==> src/rtl/instruction_loader_pkg.sv <==
// Shared constants and FSM encoding for the instruction loader.
package instruction_loader_pkg;

  localparam int LEN            = 32;
  localparam int BYTES_PER_WORD = LEN / 8;
  localparam logic [LEN-1:0] HALT_WORD = 32'hFFFF_FFFF;

  typedef enum logic [1:0] {
    ST_IDLE = 2'd0,
    ST_LOAD = 2'd1,
    ST_DONE = 2'd2
  } state_e;

endpackage

==> src/rtl/instruction_loader_byte_packer.sv <==
// Assembles a byte stream into words, first byte in the MSBs.
// o_word/o_word_valid are combinational so the caller can register the completed word.
module instruction_loader_byte_packer
  import instruction_loader_pkg::*;
#(
  parameter int len = LEN
) (
  input  logic           i_clk,
  input  logic           i_rst,
  input  logic           i_clear,
  input  logic           i_byte_en,
  input  logic [7:0]     i_byte,
  output logic [len-1:0] o_word,
  output logic           o_word_valid
);

  localparam int BPW   = len / 8;
  localparam int CNT_W = (BPW > 1) ? $clog2(BPW) : 1;

  logic [len-1:0]   shift_q, shift_d;
  logic [CNT_W-1:0] cnt_q, cnt_d;
  logic             last_byte_s;

  assign last_byte_s  = (cnt_q == CNT_W'(BPW - 1));
  assign o_word       = {shift_q[len-9:0], i_byte};
  assign o_word_valid = i_byte_en && last_byte_s;

  // Shift/count next state; clear has priority so a restart drops partial words.
  always_comb begin
    shift_d = shift_q;
    cnt_d   = cnt_q;
    if (i_clear) begin
      shift_d = '0;
      cnt_d   = '0;
    end else if (i_byte_en) begin
      shift_d = {shift_q[len-9:0], i_byte};
      cnt_d   = last_byte_s ? '0 : cnt_q + CNT_W'(1);
    end else begin
      shift_d = shift_q;
      cnt_d   = cnt_q;
    end
  end

  // Assembly register and byte counter.
  always_ff @(posedge i_clk or posedge i_rst) begin
    if (i_rst) begin
      shift_q <= '0;
      cnt_q   <= '0;
    end else begin
      shift_q <= shift_d;
      cnt_q   <= cnt_d;
    end
  end

endmodule

==> src/rtl/instruction_loader.sv <==
// Packs a received byte stream into instruction words, writes them to RAM port A
// and keeps the CPU in reset until a HALT word is stored or memory fills up.
module instruction_loader
  import instruction_loader_pkg::*;
#(
  parameter int len       = 32,
  parameter int RAM_DEPTH = 2048,
  parameter int ADDR_W    = 11,
  parameter logic [len-1:0] HALT_WORD = instruction_loader_pkg::HALT_WORD
) (
  input  logic              i_clk,
  input  logic              i_rst,
  input  logic              i_start,
  input  logic [7:0]        i_rx_data,
  input  logic              i_rx_valid,
  output logic              o_wr_en,
  output logic [ADDR_W-1:0] o_wr_addr,
  output logic [len-1:0]    o_wr_data,
  output logic              o_cpu_hold,
  output logic              o_done,
  output logic              o_full,
  output logic [ADDR_W:0]   o_word_count
);

  state_e              state_q, state_d;
  logic [ADDR_W-1:0]   addr_q, addr_d;
  logic [ADDR_W:0]     count_q, count_d;
  logic                wr_en_q, wr_en_d;
  logic [ADDR_W-1:0]   wr_addr_q, wr_addr_d;
  logic [len-1:0]      wr_data_q, wr_data_d;
  logic                hold_q, hold_d;
  logic                done_q, done_d;
  logic                full_q, full_d;

  logic                start_take_s;
  logic                byte_en_s;
  logic [len-1:0]      word_s;
  logic                word_valid_s;
  logic                last_addr_s;

  assign start_take_s = i_start && (state_q != ST_LOAD);
  assign byte_en_s    = i_rx_valid && (state_q == ST_LOAD);
  assign last_addr_s  = (addr_q == ADDR_W'(RAM_DEPTH - 1));

  instruction_loader_byte_packer #(.len(len)) u_packer (
    .i_clk        (i_clk),
    .i_rst        (i_rst),
    .i_clear      (start_take_s),
    .i_byte_en    (byte_en_s),
    .i_byte       (i_rx_data),
    .o_word       (word_s),
    .o_word_valid (word_valid_s)
  );

  // Session FSM, address/count bookkeeping and write strobe generation.
  always_comb begin
    state_d   = state_q;
    addr_d    = addr_q;
    count_d   = count_q;
    wr_en_d   = 1'b0;
    wr_addr_d = wr_addr_q;
    wr_data_d = wr_data_q;
    done_d    = done_q;
    full_d    = full_q;
    // Hold follows the registered state, so it drops the cycle after o_done rises.
    hold_d    = (state_q != ST_DONE);
    case (state_q)
      ST_IDLE, ST_DONE: begin
        if (i_start) begin
          state_d = ST_LOAD;
          addr_d  = '0;
          count_d = '0;
          done_d  = 1'b0;
          full_d  = 1'b0;
        end else begin
          state_d = state_q;
        end
      end
      ST_LOAD: begin
        if (word_valid_s) begin
          wr_en_d   = 1'b1;
          wr_addr_d = addr_q;
          wr_data_d = word_s;
          count_d   = count_q + (ADDR_W+1)'(1);
          if ((word_s == HALT_WORD) || last_addr_s) begin
            state_d = ST_DONE;
            done_d  = 1'b1;
            full_d  = last_addr_s;
          end else begin
            addr_d  = addr_q + ADDR_W'(1);
          end
        end else begin
          state_d = ST_LOAD;
        end
      end
      default: begin
        state_d = ST_IDLE;
      end
    endcase
  end

  // State and output registers.
  always_ff @(posedge i_clk or posedge i_rst) begin
    if (i_rst) begin
      state_q   <= ST_IDLE;
      addr_q    <= '0;
      count_q   <= '0;
      wr_en_q   <= 1'b0;
      wr_addr_q <= '0;
      wr_data_q <= '0;
      hold_q    <= 1'b1;
      done_q    <= 1'b0;
      full_q    <= 1'b0;
    end else begin
      state_q   <= state_d;
      addr_q    <= addr_d;
      count_q   <= count_d;
      wr_en_q   <= wr_en_d;
      wr_addr_q <= wr_addr_d;
      wr_data_q <= wr_data_d;
      hold_q    <= hold_d;
      done_q    <= done_d;
      full_q    <= full_d;
    end
  end

  assign o_wr_en      = wr_en_q;
  assign o_wr_addr    = wr_addr_q;
  assign o_wr_data    = wr_data_q;
  assign o_cpu_hold   = hold_q;
  assign o_done       = done_q;
  assign o_full       = full_q;
  assign o_word_count = count_q;

endmodule
==> config.mk <==
export PLATFORM = sky130hd
export DESIGN_NAME = instruction_loader
export DESIGN_NICKNAME = d
export VERILOG_FILES = /design/src/rtl/instruction_loader_pkg.sv /design/src/rtl/instruction_loader_byte_packer.sv /design/src/rtl/instruction_loader.sv
export SDC_FILE = /design/constraint.sdc
export NUM_CORES = 1
export LEC_CHECK = 0
export ABC_CLOCK_PERIOD_IN_PS = 8000
export CORE_MARGIN = 2
export CORE_UTILIZATION = 57
export DETAILED_ROUTE_END_ITERATION = 10
export PLACE_DENSITY_LB_ADDON = 0.08
export REMOVE_ABC_BUFFERS = 1
export SYNTH_ARGS = -nofsm -noshare
export SYNTH_HDL_FRONTEND = slang
export SYNTH_HIERARCHICAL = 1
export SYNTH_SLANG_ARGS = --single-unit
==> constraint.sdc <==
create_clock -name i_clk -period 8 [get_ports i_clk]
set_clock_uncertainty 0.2 [all_clocks]
set_input_delay 0.8 -clock i_clk [delete_from_list [all_inputs] [get_ports i_clk]]
set_output_delay 0.8 -clock i_clk [all_outputs]
set_load 0.02 [all_outputs]
==> impl_metrics.ini, run 1 <==
[status]
status = finished clean

[synthesis]
async_flop_share_pct = 100.0
ys_top_cells_by_area = dfrtp_1 (55%), nand2_1 (12%), mux2i_1 (5.7%)
yosysMostFrequentCell = nand2_1
syn_area_um2 = 4403
syn_area_per_cell_um2 = 9.635
synth_seq_cells = 98
synthDistinctLibCells = 47
yosysTopAreaCellShare_pct = 55.13
syn_inst = 457
synth_edf_count = 0
yosysTopAreaCell = dfrtp_1
ys_top_cells_by_count = nand2_1 (146), dfrtp_1 (97), nor2_1 (46)
ys_seq_area_share_pct = 55.73
synth_top_flop_cell = dfrtp_1
synth_warnings = 6

[finish]
finalNetCount = 525
area_delta_synth_final_pct = 19.81
diodes = 0
regArea_um2 = 2454
multi_input_comb_area_um2 = 1704
fin_area_um2 = 5275
nFillCells = 631
drive_gt1_share_pct = 5.631
instances_no_fill = 617

[floorplan]
initial_core_util_pct = 57.88
die_height_um = 91.89
chipWidth_um = 91.89
ios = 71
core_um2 = 7607
rows = 32
die_area_um2 = 8444

[timing]
setup_violations = 0
post-route-min-period_ns = 3.588
finalHoldWorstSlack_ns = 0.2772
hold_violations = 0
tightestPinTransition_ns = 0.9959
slew_headroom_pct = 33.53
fmax_ghz = 0.2787
drv_slew = 0
rsz0062_at_grt = no
tns_ns = 0
period_share_pct = 44.86

[pwr]
power_uw = 1648
static-leakage-power_uw = 0.002494
p_per_area_nw_per_um2 = 312.4
max-vdd-ir-drop_uv = 175.6

[placed_design]
dpl.cell_count = 601
hpwl_um = 6029
io_buffers = 70
gp_congestion = 0.8261
place_area_um2 = 5046

[clock_network]
cts_hold_buf = 0
cts_root_buf = clkbuf_8
clk_latency_ns = 0.36
post_cts_buffers = 0
clk_pin_slew_worst_paths_ns = 0.09
cts_resized = 0
cts_made_buffers = 9
cts.sinks = 98
cts_tree = built
clock_path_buffers = 2
htreeDepth = 3

[worst_setup_path]
r2r_start = state_q[0]
critPathRequiredTime_ns = 8.09
crit_fanout = 32
critical_path_class = input pin to register
worst_path_max_delay_cell = or4_1
crit_start = i_rx_valid
cp_num_cells = 11
worst-path-buf-inv = 5
max_stage_delay_ns = 0.48
crit_path_start_kind = input pin
cp_top_family = buffers and inverters
worst-r2r-cell-count = 10
crit_chain = clkdlybuf4s50_1, inv_1, nor2_2, buf_4, and2_1, nand3b_1, inv_1, buf_4, nand2_1, or4_1, o21ai_1
cp-end-kind = register
crit_arrival_ns = 3.68

[routing]
avgRoutedWirePerCell_um = 14.63
drt-total-wl_um = 9028
ant_nets = 0
vias = 3315
viasPerCell = 5.373
drtIter0Drc = 229
dr.pass1.iters = 5
post-route-drc-count = 0

[worst_hold_path]
hp-class = register to register
holdCritStartpoint = o_wr_addr[9]
min_path_cells = 2

[grt]
gr-total-overflow = 0
track_usage_pct = 22.37
antenna_found_initial = 0
grt_pass1_wl_um = 15190
grt_start_max_net_pins = 73
grt_pass1_vias = 3235

[flow_run]
cap_violations = 0
[power breakdown]
group	internal [uW]	leakage (uW)	switching [uW]
sequential	633	0.00126	111
clock	194	0.000117	168
combinational	246	0.00112	297
total	1070	0.00249	576
[sequential cells by signal, indices dropped and copies added, names as in the netlist]
signal            count
o_wr_addr            11
o_word_count         12
u_packer/cnt_q        2
o_full                1
u_packer/shift_q     24
o_cpu_hold            1
o_wr_data            32
addr_q               11
o_done                1
state_q               2
o_wr_en               1
[cells by family after synthesis]
| group | after synthesis | share of synthesized area [%] |
|---|---|---|
| AND/OR/NAND/NOR | 252 | 25.12 |
| flip-flops | 98 | 55.73 |
| multiplexers | 25 | 5.683 |
| XOR/XNOR | 12 | 2.387 |
| AO/OA/AOI/OAI | 27 | 4.603 |
| buffers and inverters | 40 | 5.627 |
| adder cells (fa/ha/maj) | 3 | 0.8526 |
[cells in the final DEF (no fill, tap or decap), drive strengths merged, types with 6 or more instances in the layout]
master	n
nor2	47
nand2	147
mux2i	25
clkdlybuf4s50	70
o21ai	6
xor2	9
clkbuf	12
inv	8
nand3	15
nand4	14
dfrtp	97
[worst register-to-register path, cell delays in order, from the launching register on]
cell and delay [ns]:
dfrtp_1 0.65, nand2b_1 0.17, nor2_2 0.11, buf_4 0.39
and2_1 0.26, nand3b_1 0.12, inv_1 0.39, buf_4 0.41
nand2_1 0.12, or4_1 0.48, o21ai_1 0.09
[cell type report]
type	instances	share of cell area [%]
Clock buffer	12	2.941
Clock inverter	4	1.399
Inverter	8	0.5693
Multi-Input combinational cell	319	32.31
Sequential cell	98	46.51
Tap cell	102	2.419
Timing Repair Buffer	74	13.85
[metal layers]
metal / up-vias / wire length [um] / global-route usage, %
li1: 1597 / - / -
met1: 1639 / 4139 / 29.67
met2: 67 / 4507 / 37.81
met3: 12 / 258 / 3.122
met4: 0 / 122 / 8.209
met5: - / 0 / 0
[path summary, 6_finish.rpt]
path	to	slack [ns]
max in group asynchronous	o_word_count[0]	6.16
min in group asynchronous	o_wr_data[3]	0.82
max	addr_q[8]	4.41
max reg2reg	addr_q[8]	4.55
min	o_wr_addr[9]	0.28
min reg2reg	o_wr_addr[9]	0.28
[metrics by stage]
step / worst slack (ns) / utilization (%)
after floorplan: 2.176 / -
after global placement: 4.115 / 66.33
after detailed placement: 4.055 / 66.33
after CTS: 4.412 / 69.34
after global routing: 4.230 / 69.34
final: 4.412 / 69.34
No activity file was read; power rests on OpenSTA's default activity.
==> run 2, diff against run 1 <==
ABC_CLOCK_PERIOD_IN_PS = 3200   (was 8000)
CORE_UTILIZATION = 48   (was 57)
clock period = 3.2 ns   (was 8 ns; I/O delays follow)
==> run 2 against run 1 <==
  * Highest routed layer unchanged
  * Count of clock-buffer cells in the layout decreased by 2
  * Critical path type is now register to register
  * Non-clock buffer count increased by 5
  * Die area increased by 18%
  * Largest power group unchanged
  * Final area about the same
==> impl_metrics.ini, run 2 (synthesized netlist as in run 1, its figures left out) <==
[routing]
post-route-drc-count = 0
drtIter0Drc = 156
ant_nets = 0
avgRoutedWirePerCell_um = 15.03
vias = 3284
dr.pass1.iters = 4
viasPerCell = 5.229
drt-total-wl_um = 9437

[grt]
gr-total-overflow = 0
antenna_found_initial = 0
grt_pass1_vias = 3256
grt_start_max_net_pins = 54
grt_pass1_wl_um = 16220
track_usage_pct = 20.32

[floorplan]
ios = 71
die_height_um = 99.78
rows = 34
chipWidth_um = 99.78
initial_core_util_pct = 50.00
core_um2 = 8806
die_area_um2 = 9955

[timing]
tightestPinTransition_ns = 0.9762
slew_headroom_pct = 34.85
drv_slew = 0
rsz0062_at_grt = no
fmax_ghz = 0.3783
hold_violations = 0
tns_ns = 0
period_share_pct = 82.60
setup_ws_ns = 0.5568
setup_violations = 0
post-route-min-period_ns = 2.643

[finish]
drive_gt1_share_pct = 6.538
largest_reg_flops = 32
mostFrequentLayoutCell = nand2_1
nFillCells = 774
diodes = 0
regArea_um2 = 2454
post-route-util_pct = 59.86
finalNetCount = 530
area_delta_synth_final_pct = 19.72
mostFrequentLayoutCells = nand2_1 (146), dfrtp_1 (97), clkdlybuf4s50_1 (70), nor2_1 (45), mux2i_1 (25)
multi_input_comb_area_um2 = 1704

[clock_network]
cts_made_buffers = 9
clk_latency_ns = 0.36
htreeDepth = 3
cts_tree = built
cts_hold_buf = 0
clk_pin_slew_worst_paths_ns = 0.10
cts.sinks = 98
post_cts_buffers = 0
cts_root_buf = clkbuf_8
clock_path_buffers = 2
cts_resized = 0

[worst_setup_path]
crit_arrival_ns = 2.70
crit_path_start_kind = register
critPathRequiredTime_ns = 3.26
cp-end-kind = register
crit_fanout = 46
r2r_slack_ns = 0.56
critical_path_class = register to register

[placed_design]
hpwl_um = 6443
dp_slack_ns = 0.4637
gp_congestion = 0.8699
io_buffers = 70

[pwr]
static-leakage-power_uw = 0.002493
p_per_area_nw_per_um2 = 751.8
max-vdd-ir-drop_uv = 415.4
power_uw = 3963

[flow_run]
cap_violations = 0

[worst_hold_path]
hp-class = input pin to async pin

[status]
status = finished clean
## run 2: routing by layer
layer	share of wire, %	vias to the layer above	track usage (%)
met3	3.3	11	3.134
met5	0	-	0
met1	47	1590	28.12
li1	-	1611	-
met2	48	72	32.64
met4	1.1	0	7.692
## run 2: critical path, cell delays in order (launching register included)
cell and delay (ns):
dfrtp_1 0.63, nand2b_1 0.16, nor2_2 0.13, and2_1 0.20, nand3b_1 0.26, inv_1 0.15, buf_4 0.42, nand4_1 0.18
xor2_1 0.16, nor2_1 0.05
## run 2: metrics by stage
stage | hold slack [ns] | instance area [um^2] | instances
6_report | 0.09163 | 5271 | 628
5_1_grt | 0.1360 | 5271 | 628
4_1_cts | 0.1174 | 5271 | 628
3_5_place_dp | 0.2610 | 5104 | 612
3_3_place_gp | 0.2596 | 5104 | 612
2_1_floorplan | 0.1600 | 4185 | 425
## run 2: layout make-up
type / count / share of cell area, %
Sequential cell: 98 / 46.55
Clock inverter: 6 / 0.7596
Timing Repair Buffer: 79 / 14.81
Tap cell: 108 / 2.563
Clock buffer: 10 / 2.421
Multi-Input combinational cell: 319 / 32.33
Inverter: 8 / 0.5697
## run 2: report_power, final
group | total (uW) | switching, uW | internal (uW)
sequential | 1870 | 285 | 1580
clock | 733 | 448 | 285
combinational | 1360 | 737 | 627
total | 3960 | 1470 | 2490
## run 2: final timing paths
path | start | cells past startpoint | endpoint
max | state_q[0] | 9 | o_word_count[4]
min | i_rst | 2 | o_wr_data[26]
max reg2reg | state_q[0] | 9 | o_word_count[4]
min reg2reg | o_wr_addr[10] | 2 | o_wr_addr[10]
max in group asynchronous | i_rst | 2 | u_packer/shift_q[16]
min in group i_clk | o_wr_addr[10] | 2 | o_wr_addr[10]
